**config.mk**
```make
export PLATFORM = sky130hd
export DESIGN_NAME = hub75_scan_ctrl_flat
export DESIGN_NICKNAME = d
export VERILOG_FILES = /design/src/rtl/hub75_scan_ctrl_if.sv /design/src/rtl/hub75_scan_ctrl.sv /design/src/flat_wrapper.sv
export SDC_FILE = /design/constraint.sdc
export NUM_CORES = 1
export LEC_CHECK = 0
export ABC_AREA = 1
export ABC_CLOCK_PERIOD_IN_PS = 3100
export CORE_MARGIN = 2
export CORE_UTILIZATION = 52
export CTS_CLUSTER_SIZE = 16
export DETAILED_ROUTE_END_ITERATION = 16
export PLACE_DENSITY_LB_ADDON = 0.05
export SYNTH_ARGS = -nofsm -noshare
export SYNTH_HDL_FRONTEND = slang
export SYNTH_SLANG_ARGS = --single-unit
```
**constraint.sdc**
```tcl
create_clock -name clk -period 3.1 [get_ports clk]
set_clock_uncertainty 0.1 [all_clocks]
set_input_delay 0.31 -clock clk [delete_from_list [all_inputs] [get_ports clk]]
set_output_delay 0.31 -clock clk [all_outputs]
set_load 0.05 [all_outputs]
```
**src/rtl/hub75_scan_ctrl_if.sv**
```systemverilog
// ---------------------------------------------------------------------------
// hub75_scan_ctrl_if
//
// Groups the two external buses of the HUB75 scan controller:
//   - frame-buffer read port: fb_rd_en / fb_addr out, fb_rdata back one
//     cycle after the strobe ({R0,G0,B0,R1,G1,B1}, each BITS wide)
//   - panel connector pins: row address A..D, serial colour R0..B1,
//     SCLK, LAT, oe_n
//
// Modports:
//   master - the scan controller (drives strobe, address and panel pins)
//   slave  - frame buffer / panel side (drives fb_rdata, observes the rest)
//
// Handshake: there is no back-pressure. A read issued with fb_rd_en=1 in
// cycle n is always answered by fb_rdata valid in cycle n+1; the controller
// never waits on the frame buffer.
// ---------------------------------------------------------------------------
interface hub75_scan_ctrl_if #(
    parameter int BITS = 4
);
    logic                fb_rd_en;
    logic [9:0]          fb_addr;
    logic [6*BITS-1:0]   fb_rdata;

    logic                A;
    logic                B;
    logic                C;
    logic                D;
    logic                R0;
    logic                G0;
    logic                B0;
    logic                R1;
    logic                G1;
    logic                B1;
    logic                SCLK;
    logic                LAT;
    logic                oe_n;

    modport master (
        output fb_rd_en, fb_addr,
        input  fb_rdata,
        output A, B, C, D,
        output R0, G0, B0, R1, G1, B1,
        output SCLK, LAT, oe_n
    );

    modport slave (
        input  fb_rd_en, fb_addr,
        output fb_rdata,
        input  A, B, C, D,
        input  R0, G0, B0, R1, G1, B1,
        input  SCLK, LAT, oe_n
    );
endinterface

```
**src/rtl/hub75_scan_ctrl.sv**
```systemverilog
// ---------------------------------------------------------------------------
// hub75_scan_ctrl
//
// Scan controller for a 64x32, 1/16-scan HUB75 panel. For each of the 16
// rows and each of the BITS bit planes it reads one row of the frame buffer,
// shifts it into the panel, latches it and lights it for BASE_TIME<<plane
// cycles (binary-coded modulation). Both half-panels are driven in parallel:
// R0/G0/B0 carry row r, R1/G1/B1 carry row r+16.
//
// Ports:
//   clk        system clock
//   rst        asynchronous reset, active low
//   en         run enable; checked in IDLE and at the end of every DISPLAY
//   bus        hub75_scan_ctrl_if.master: frame-buffer read port + panel pins
//   busy       high whenever the FSM is not in IDLE
//   frame_done one-cycle pulse after the last lit cycle of row 15 / last plane
//   dbg_state  current FSM state (state_t encoding)
//
// Every output is a flop. Output next-values are derived from the FSM's
// next state, so each registered output lines up with the state it belongs
// to. COLS must not exceed 64 (fb_addr carries a 6-bit column).
// ---------------------------------------------------------------------------
module hub75_scan_ctrl #(
    parameter int BITS      = 4,
    parameter int BASE_TIME = 8,
    parameter int COLS      = 64
) (
    input  logic                 clk,
    input  logic                 rst,
    input  logic                 en,
    hub75_scan_ctrl_if.master    bus,
    output logic                 busy,
    output logic                 frame_done,
    output logic [2:0]           dbg_state
);

    localparam int PW = (BITS > 1) ? $clog2(BITS) : 1;
    localparam int TW = $clog2(2 * COLS + 2);
    // Sized for the longest plane so BITS=8 cannot overflow.
    localparam int DW = $clog2((BASE_TIME << (BITS - 1)) + 1);

    localparam logic [TW-1:0] SHIFT_LAST = TW'(2 * COLS + 1);
    localparam logic [TW-1:0] RD_END     = TW'(2 * COLS);
    localparam logic [TW-1:0] FIRST_RISE = TW'(3);
    localparam logic [PW-1:0] PLANE_LAST = PW'(BITS - 1);

    typedef enum logic [2:0] {
        S_IDLE    = 3'd0,
        S_SHIFT   = 3'd1,
        S_BLANK   = 3'd2,
        S_LATCH   = 3'd3,
        S_DISPLAY = 3'd4
    } state_t;

    state_t          state_q, state_d;
    logic [TW-1:0]   shift_t_q, shift_t_d;
    logic [DW-1:0]   disp_t_q, disp_t_d;
    logic [3:0]      row_q, row_d;
    logic [PW-1:0]   plane_q, plane_d;

    logic            fb_rd_en_q, fb_rd_en_d;
    logic [9:0]      fb_addr_q, fb_addr_d;
    logic [3:0]      row_addr_q, row_addr_d;
    logic [5:0]      rgb_q, rgb_d;
    logic            sclk_q, sclk_d;
    logic            lat_q, lat_d;
    logic            oe_n_q, oe_n_d;
    logic            busy_q, busy_d;
    logic            frame_done_q, frame_done_d;

    logic [DW-1:0]   disp_last;
    logic [BITS-1:0] r0_w, g0_w, b0_w, r1_w, g1_w, b1_w;

    assign disp_last = (DW'(BASE_TIME) << plane_q) - DW'(1);

    assign r0_w = bus.fb_rdata[6*BITS-1 -: BITS];
    assign g0_w = bus.fb_rdata[5*BITS-1 -: BITS];
    assign b0_w = bus.fb_rdata[4*BITS-1 -: BITS];
    assign r1_w = bus.fb_rdata[3*BITS-1 -: BITS];
    assign g1_w = bus.fb_rdata[2*BITS-1 -: BITS];
    assign b1_w = bus.fb_rdata[BITS-1 -: BITS];

    always_comb begin
        state_d      = state_q;
        shift_t_d    = shift_t_q;
        disp_t_d     = disp_t_q;
        row_d        = row_q;
        plane_d      = plane_q;
        frame_done_d = 1'b0;

        case (state_q)
            S_IDLE: begin
                if (en) begin
                    state_d   = S_SHIFT;
                    shift_t_d = '0;
                end
            end
            S_SHIFT: begin
                if (shift_t_q == SHIFT_LAST) begin
                    state_d = S_BLANK;
                end else begin
                    shift_t_d = shift_t_q + TW'(1);
                end
            end
            S_BLANK: begin
                state_d = S_LATCH;
            end
            S_LATCH: begin
                state_d  = S_DISPLAY;
                disp_t_d = '0;
            end
            S_DISPLAY: begin
                if (disp_t_q == disp_last) begin
                    frame_done_d = (row_q == 4'd15) && (plane_q == PLANE_LAST);
                    if (plane_q == PLANE_LAST) begin
                        plane_d = '0;
                        row_d   = row_q + 4'd1;
                    end else begin
                        plane_d = plane_q + PW'(1);
                    end
                    shift_t_d = '0;
                    // en only matters here, so a row-plane is never cut short.
                    if (en) begin
                        state_d = S_SHIFT;
                    end else begin
                        state_d = S_IDLE;
                        row_d   = '0;
                        plane_d = '0;
                    end
                end else begin
                    disp_t_d = disp_t_q + DW'(1);
                end
            end
            default: begin
                state_d = S_IDLE;
            end
        endcase

        // Even SHIFT cycles issue reads; column c is read at t=2c.
        fb_rd_en_d = (state_d == S_SHIFT) && !shift_t_d[0] && (shift_t_d < RD_END);
        fb_addr_d  = fb_rd_en_d ? {row_d, 6'(shift_t_d >> 1)} : fb_addr_q;

        // Rising SCLK on odd cycles from t=3: data loaded at t=2c+2 is
        // clocked in at t=2c+3.
        sclk_d = (state_d == S_SHIFT) && shift_t_d[0] && (shift_t_d >= FIRST_RISE);

        lat_d  = (state_d == S_LATCH);
        oe_n_d = (state_d != S_DISPLAY);
        busy_d = (state_d != S_IDLE);

        // Row pins move only while blanked, so the lit row never glitches.
        row_addr_d = row_addr_q;
        if (state_d == S_BLANK) begin
            row_addr_d = row_d;
        end else if (state_d == S_IDLE) begin
            row_addr_d = '0;
        end

        // Read data is valid on odd SHIFT cycles, one cycle after the strobe.
        rgb_d = rgb_q;
        if ((state_q == S_SHIFT) && shift_t_q[0] && (shift_t_q < RD_END)) begin
            rgb_d = {r0_w[plane_q], g0_w[plane_q], b0_w[plane_q],
                     r1_w[plane_q], g1_w[plane_q], b1_w[plane_q]};
        end
    end

    always_ff @(posedge clk or negedge rst) begin
        if (!rst) begin
            state_q      <= S_IDLE;
            shift_t_q    <= '0;
            disp_t_q     <= '0;
            row_q        <= '0;
            plane_q      <= '0;
            fb_rd_en_q   <= 1'b0;
            fb_addr_q    <= '0;
            row_addr_q   <= '0;
            rgb_q        <= '0;
            sclk_q       <= 1'b0;
            lat_q        <= 1'b0;
            oe_n_q       <= 1'b1;
            busy_q       <= 1'b0;
            frame_done_q <= 1'b0;
        end else begin
            state_q      <= state_d;
            shift_t_q    <= shift_t_d;
            disp_t_q     <= disp_t_d;
            row_q        <= row_d;
            plane_q      <= plane_d;
            fb_rd_en_q   <= fb_rd_en_d;
            fb_addr_q    <= fb_addr_d;
            row_addr_q   <= row_addr_d;
            rgb_q        <= rgb_d;
            sclk_q       <= sclk_d;
            lat_q        <= lat_d;
            oe_n_q       <= oe_n_d;
            busy_q       <= busy_d;
            frame_done_q <= frame_done_d;
        end
    end

    assign bus.fb_rd_en = fb_rd_en_q;
    assign bus.fb_addr  = fb_addr_q;
    assign {bus.D, bus.C, bus.B, bus.A} = row_addr_q;
    assign {bus.R0, bus.G0, bus.B0, bus.R1, bus.G1, bus.B1} = rgb_q;
    assign bus.SCLK     = sclk_q;
    assign bus.LAT      = lat_q;
    assign bus.oe_n     = oe_n_q;
    assign busy         = busy_q;
    assign frame_done   = frame_done_q;
    assign dbg_state    = state_q;

endmodule

```
**src/flat_wrapper.sv**
```systemverilog
// flat-port wrapper written by rule: the top's interface ports become plain ports
module hub75_scan_ctrl_flat 
#(
    parameter int BITS      = 4,
    parameter int BASE_TIME = 8,
    parameter int COLS      = 64
)
  (clk, rst, en, busy, frame_done, dbg_state, bus_fb_rd_en, bus_fb_addr, bus_fb_rdata, bus_A, bus_B, bus_C, bus_D, bus_R0, bus_G0, bus_B0, bus_R1, bus_G1, bus_B1, bus_SCLK, bus_LAT, bus_oe_n);
  hub75_scan_ctrl_if #(.BITS(BITS)) bus_i ();
  input  logic clk;
  input  logic rst;
  input  logic en;
  output logic busy;
  output logic frame_done;
  output logic [2:0] dbg_state;
  output wire logic [$bits(bus_i.fb_rd_en)-1:0] bus_fb_rd_en;
  output wire logic [$bits(bus_i.fb_addr)-1:0] bus_fb_addr;
  input wire logic [$bits(bus_i.fb_rdata)-1:0] bus_fb_rdata;
  output wire logic [$bits(bus_i.A)-1:0] bus_A;
  output wire logic [$bits(bus_i.B)-1:0] bus_B;
  output wire logic [$bits(bus_i.C)-1:0] bus_C;
  output wire logic [$bits(bus_i.D)-1:0] bus_D;
  output wire logic [$bits(bus_i.R0)-1:0] bus_R0;
  output wire logic [$bits(bus_i.G0)-1:0] bus_G0;
  output wire logic [$bits(bus_i.B0)-1:0] bus_B0;
  output wire logic [$bits(bus_i.R1)-1:0] bus_R1;
  output wire logic [$bits(bus_i.G1)-1:0] bus_G1;
  output wire logic [$bits(bus_i.B1)-1:0] bus_B1;
  output wire logic [$bits(bus_i.SCLK)-1:0] bus_SCLK;
  output wire logic [$bits(bus_i.LAT)-1:0] bus_LAT;
  output wire logic [$bits(bus_i.oe_n)-1:0] bus_oe_n;
  assign bus_fb_rd_en = bus_i.fb_rd_en;
  assign bus_fb_addr = bus_i.fb_addr;
  assign bus_i.fb_rdata = bus_fb_rdata;
  assign bus_A = bus_i.A;
  assign bus_B = bus_i.B;
  assign bus_C = bus_i.C;
  assign bus_D = bus_i.D;
  assign bus_R0 = bus_i.R0;
  assign bus_G0 = bus_i.G0;
  assign bus_B0 = bus_i.B0;
  assign bus_R1 = bus_i.R1;
  assign bus_G1 = bus_i.G1;
  assign bus_B1 = bus_i.B1;
  assign bus_SCLK = bus_i.SCLK;
  assign bus_LAT = bus_i.LAT;
  assign bus_oe_n = bus_i.oe_n;
  hub75_scan_ctrl #(.BITS(BITS), .BASE_TIME(BASE_TIME), .COLS(COLS)) u_core (.clk(clk), .rst(rst), .en(en), .bus(bus_i), .busy(busy), .frame_done(frame_done), .dbg_state(dbg_state));
endmodule
```
# After elaboration in Yosys (flattened, before gate mapping)
# Index checks and enable logic that the tools add are counted.
# word_totals
register_bits	50
wordCells	85
# op_classes
n_shift	1
n_mux	33
n_eq_ne	13
magnitude_cmp	4
n_reduce_logical	15
n_addsub	5
# ops
operator	count
two-way mux 4 bit	6
two-way mux 8 bit	3
one-hot mux 8 bit (3 select lines)	1
less-than comparator 8 bit, second input constant	2
one-hot mux 3 bit (5 select lines)	1
one-hot mux 7 bit (2 select lines)	1
binary-select mux 1 bit (select 2 bit)	6
equality test 3 x 2 -> 1 bit, second input constant	4
two-way mux 1 bit	9
two-way mux 3 bit	3
adder 8 x 1 -> 8 bit, second input constant	1
equality test 8 bit, second input constant	1
greater-or-equal comparator 8 x 2 -> 1 bit, second input constant	1
adder 7 x 1 -> 7 bit, second input constant	1
equality test 7 bit	1
logical AND 1 bit	7
two-way mux 7 bit	1
left shift 4 x 2 -> 7 bit, first input constant	1
subtractor 7 x 2 -> 7 bit, second input constant	1
equality test 3 x 1 -> 1 bit, second input constant	2
zero test 3 bit	2
adder 4 x 1 -> 4 bit, second input constant	1
equality test 4 bit, second input constant	1
two-way mux 2 bit	2
other kinds (10)	12

# Logic depth before layout (Yosys ltp)
# Gate-level depths: netlist of the first run.
# depth
ltp_word	8
ltp_mapped	17

# Least setup slack after synthesis of the first run
# No wires, ideal clock.
# synth_timing
path_kind	register -> register
start	reg u_core.plane_q[0]
end	reg u_core.fb_addr_q[9], in the netlist u_core.bus.fb_addr[9]
required_ns	2.882
path_stages_with_launch	16
period_less_slack_ns	2.322
t_arrival_ns	2.104
setup_time_ns	0.118
slack_ns	0.778
path_cell_list	dfrtp_1 inv_1 clkbuf_1 ha_1 inv_1 nand2_1 nand3_1 nand2_1 nand3_2 nand3_2 nand4_4 nor2_4 nand2_2 buf_6 nand2_1 nand2_1
# synth_via
elab_chain_cells	8
# synth_lines
item	line	rtl
start, declared	hub75_scan_ctrl.sv:59	logic [PW-1:0] plane_q, plane_d;
start signal, assigned	hub75_scan_ctrl.sv:188	plane_q <= plane_d;
left shift 4 x 2 -> 7 bit (*)	hub75_scan_ctrl.sv:74	assign disp_last = (DW'(BASE_TIME) << plane_q) - DW'(1);
subtractor 7 x 2 -> 7 bit (*)	hub75_scan_ctrl.sv:74	
equality test 7 bit (*)	hub75_scan_ctrl.sv:113	if (disp_t_q == disp_last) begin
two-way mux 8 bit (*)	hub75_scan_ctrl.sv:113	
one-hot mux 8 bit (3 select lines) (*)	hub75_scan_ctrl.sv:91	case (state_q)
net u_core.shift_t_d[0]	hub75_scan_ctrl.sv:56	logic [TW-1:0] shift_t_q, shift_t_d;
parallel branches: the longest is 2 deep, another holds less-than comparator 8 bit	-	
logical AND 1 bit (*)	hub75_scan_ctrl.sv:140	fb_rd_en_d = (state_d == S_SHIFT) && !shift_t_d[0] && (shift_t_d < RD_END);
end signal, assigned	hub75_scan_ctrl.sv:190	fb_addr_q <= fb_addr_d;
end, declared	hub75_scan_ctrl.sv:62	logic [9:0] fb_addr_q, fb_addr_d;
# Mark *: on every way through the listed nets, which the timed path passes.
# A chain may end at the register's enable or synchronous reset.

# Final worst setup path of the first run
# layout_timing
start	reg u_core.plane_q[0]
end	reg u_core.fb_addr_q[0], in the netlist u_core.bus.fb_addr[0]
# layout_rtl
item	line
left shift 4 x 2 -> 7 bit	hub75_scan_ctrl.sv:74
subtractor 7 x 2 -> 7 bit	hub75_scan_ctrl.sv:74
equality test 7 bit	hub75_scan_ctrl.sv:113
two-way mux 8 bit	hub75_scan_ctrl.sv:113
one-hot mux 8 bit (3 select lines)	hub75_scan_ctrl.sv:91
net u_core.shift_t_d[7]	hub75_scan_ctrl.sv:56
less-than comparator 8 bit	hub75_scan_ctrl.sv:140
logical AND 1 bit	hub75_scan_ctrl.sv:140
# The timed path passes the listed nets, and every way through them passes these cells.

==> results of run 1 <==
==> cells in the mapped netlist (all sizes together) <==
library cell  instances
nand2               117
dfrtp                49
inv                  43
nor2                 40
nand3                39
o21ai                27
nor3                  9
buf                   8
ha                    8
nand4                 8
o22ai                 7
mux2                  6
a21oi                 5
xor2                  5
clkbuf                2
a22oi                 1
and2                  1
and3                  1
dfstp                 1
nand3b                1
nor4                  1
o21bai                1
xnor2                 1
==> power by group through the flow <==
stage | combinational (W) | clock [W] | sequential, W
floorplan | 0.00000951 | 0 | 0.000685
global placement | 0.0000807 | 0 | 0.000671
detailed placement | 0.0000807 | 0 | 0.000671
CTS | 0.0000822 | 0.000471 | 0.000658
global route | 0.0000868 | 0.000496 | 0.000658
finish | 0.0000809 | 0.000463 | 0.000658
==> worst paths after layout <==
path                            depth (start not counted)             startpoint                     to
worst max-delay path                                   14      u_core.plane_q[0]  u_core.bus.fb_addr[0]
worst min-delay path                                    2  u_core.bus.fb_addr[5]  u_core.bus.fb_addr[5]
worst max register to register                         14      u_core.plane_q[0]  u_core.bus.fb_addr[0]
worst min register to register                          2  u_core.bus.fb_addr[5]  u_core.bus.fb_addr[5]
max in group asynchronous                               3                    rst        u_core.bus.oe_n
min in group asynchronous                               2                    rst    u_core.shift_t_q[6]
==> metrics by stage <==
step	util [%]	power (W)	setup slack, ps	cells
5_1_grt	66.6	0.00124	161	510
6_report	66.6	0.00120	460	510
3_5_place_dp	64.3	0.000751	466	501
3_3_place_gp	64.3	0.000751	573	501
4_1_cts	66.6	0.00121	459	510
2_1_floorplan	-	0.000694	778	381
==> state kept, by name, summed over array words and instances, names as in the netlist <==
register             cells
u_core.bus.LAT           1
u_core.bus.SCLK          1
u_core.bus.fb_addr      10
u_core.bus.fb_rd_en      1
u_core.bus.oe_n          1
u_core.busy              1
u_core.dbg_state         3
u_core.disp_t_q          7
u_core.frame_done        1
u_core.plane_q           2
u_core.rgb_q             6
u_core.row_addr_q        4
u_core.row_q             4
u_core.shift_t_q         8
==> layer usage <==
metal	wire length [um]	track usage, %	part of all wire (%)
met1	3140	29.7	47
met4	129	7.59	1.9
met5	0	0	0
met2	3080	39.0	46
met3	369	4.43	5.5
==> worst min-delay path, cell delays in order, from the launching register on <==
cell and delay [ps]:
dfrtp_1 360, nand2_1 50, nand2_1 40
==> final cells by class <==
| class | count | area share, % |
|---|---|---|
| multi-input combinational | 278 | 40.1 |
| sequential | 50 | 34.2 |
| timing repair buffer | 59 | 15.8 |
| inverter | 43 | 4.47 |
| tap | 72 | 2.46 |
| clock buffer | 5 | 1.88 |
| clock inverter | 3 | 1.19 |
==> logic make-up (layout without fill, tap and decap cells) <==
| logic type | after synthesis | count (layout) | share of synthesized area (%) |
|---|---|---|---|
| flip-flops | 50 | 50 | 42.5 |
| buffers and inverters | 53 | 110 | 7.76 |
| AO/OA/AOI/OAI | 41 | 41 | 7.42 |
| AND/OR/NAND/NOR | 217 | 217 | 34.9 |
| adder cells (fa/ha/maj) | 8 | 8 | 3.39 |
| multiplexers | 6 | 6 | 2.29 |
| XOR/XNOR | 6 | 6 | 1.78 |
==> repair_timing <==
action	in CTS	in global routing
buffers inserted	0	0
hold buffers	1	0
endpoints found under the setup margin	0	0
endpoints found under the hold margin	26	0
==> results.cfg, run 1 <==
[sta]
fin_crit_ps = 2640
fin_crit_sh_pct = 85.1
slew_headroom_pct = 59.1
worst_slew_pin_slew_ps = 614
slew_violations = 0
rsz0062_at_grt = no
hold_violations = 0
final-setup-viol-count = 0
whs_ps = 385
timing.setup.tns_ps = 0
max_freq_mhz = 379

[floorplanning]
ios = 56
die_y_um = 79.3
core_sq_mm = 0.00551
initial_core_util_pct = 53.6
fp.dieW_um = 79.3
rows = 27
die_area_sq_mm = 0.00629

[global_routing]
grt_pass1_wl_um = 11500
grt_usage_pct = 23.0
antenna_found_initial = 0
grt_pass1_vias = 2560
grt_overflow = 0
grt_max_degree = 28

[logic_synthesis]
syn_inst = 381
synth_top_area_share_pct = 41.6
yosys.area.top_type = dfrtp_1
ys_ff_latch = 50
synth_area_leaders = dfrtp_1 (42%), nand2_1 (14%), nand3_1 (5.8%)
ys_types = 37
syn_area_sq_mm = 0.00295
yosysWarnings = 0
seq_area_frac_synth_pct = 42.5
synth_nets = 416
syn_area_per_cell_sq_um = 7.74

[clock_tree]
cts_tree = done
clkTransAtPathRegs_ps = 90
clock_tree.buffer_depth = 2
htreeDepth = 2
cts_sinks = 50
root_buffer = clkbuf_8
post_cts_resized = 0
numCtsBuffers = 5
clk_latency_ps = 310

[run_status]
outcome = completed

[power_and_ir_drop]
p_int_w = 0.000940
seq_power_share_pct = 54.7
p_leak_nw = 1.77
p_sw_w = 0.000262
power_density_mw_per_mm2 = 328
p_sw_share_pct = 21.8
irDropWorstVdd_uv = 266
p_clk_share_pct = 38.5
comb_power_share_pct = 6.7

[final_layout]
final_area_sq_mm = 0.00367
regArea_sq_mm = 0.00125
num-fill-cells = 481
final_common_cell = nand2_1
diodes = 0
layout_common_cells = nand2_1 (109), clkdlybuf4s50_1 (54), dfrtp_1 (49), nor2_1 (36)
drive_gt1_share_pct = 11.6
multi_input_area_sq_mm = 0.00147
nets = 472
syn2layout_area_growth_pct = 24.3

[worst_setup_path]
endpoint_kind = flop
worstPathMaxFanout = 16
path_class = flop to flop
cp_num_buf_inv = 3
slowest_stage = dfrtp_1
reg2reg_slack_ps = 460
max_stage_delay_ps = 630
worst_setup_path_start_kind = flop
path_delay_family = simple AND/OR/NAND/NOR gates
crit_top_cell = nand2_1
crit_path_cell_trace = inv_1, ha_1, inv_1, nand2_1, nand2_1, nand2_1, nand2_1, nand3_2, nand3_1, nand4_2, inv_1, nand2_2, nand2_1, nand2_1
required_ps = 3210
cp_data_arrival_time_ps = 2750

[route]
via_per_inst = 5.24
wl_per_cell_um = 13.2
final_antenna_net_count = 0
drc = 0
drt_wl_total_um = 6710
first_iter_violations = 147
first_pass_iters = 4
vias = 2673

[place]
dpl-instance-area_sq_mm = 0.00354
portBuffers = 55
gp_congestion = 0.889
hpwlAfterDp_um = 5130

[worst_hold_path]
hp-class = flop to flop

[run]
maxCapViolCount = 0
Note: power is estimated with default switching activity, not from simulation.
==> run 2: changes to the inputs <==
Settings changed: CAP_MARGIN set to 5.
==> results of run 2 <==
No change in the layout: final DEF, timing and power equal those of run 1.
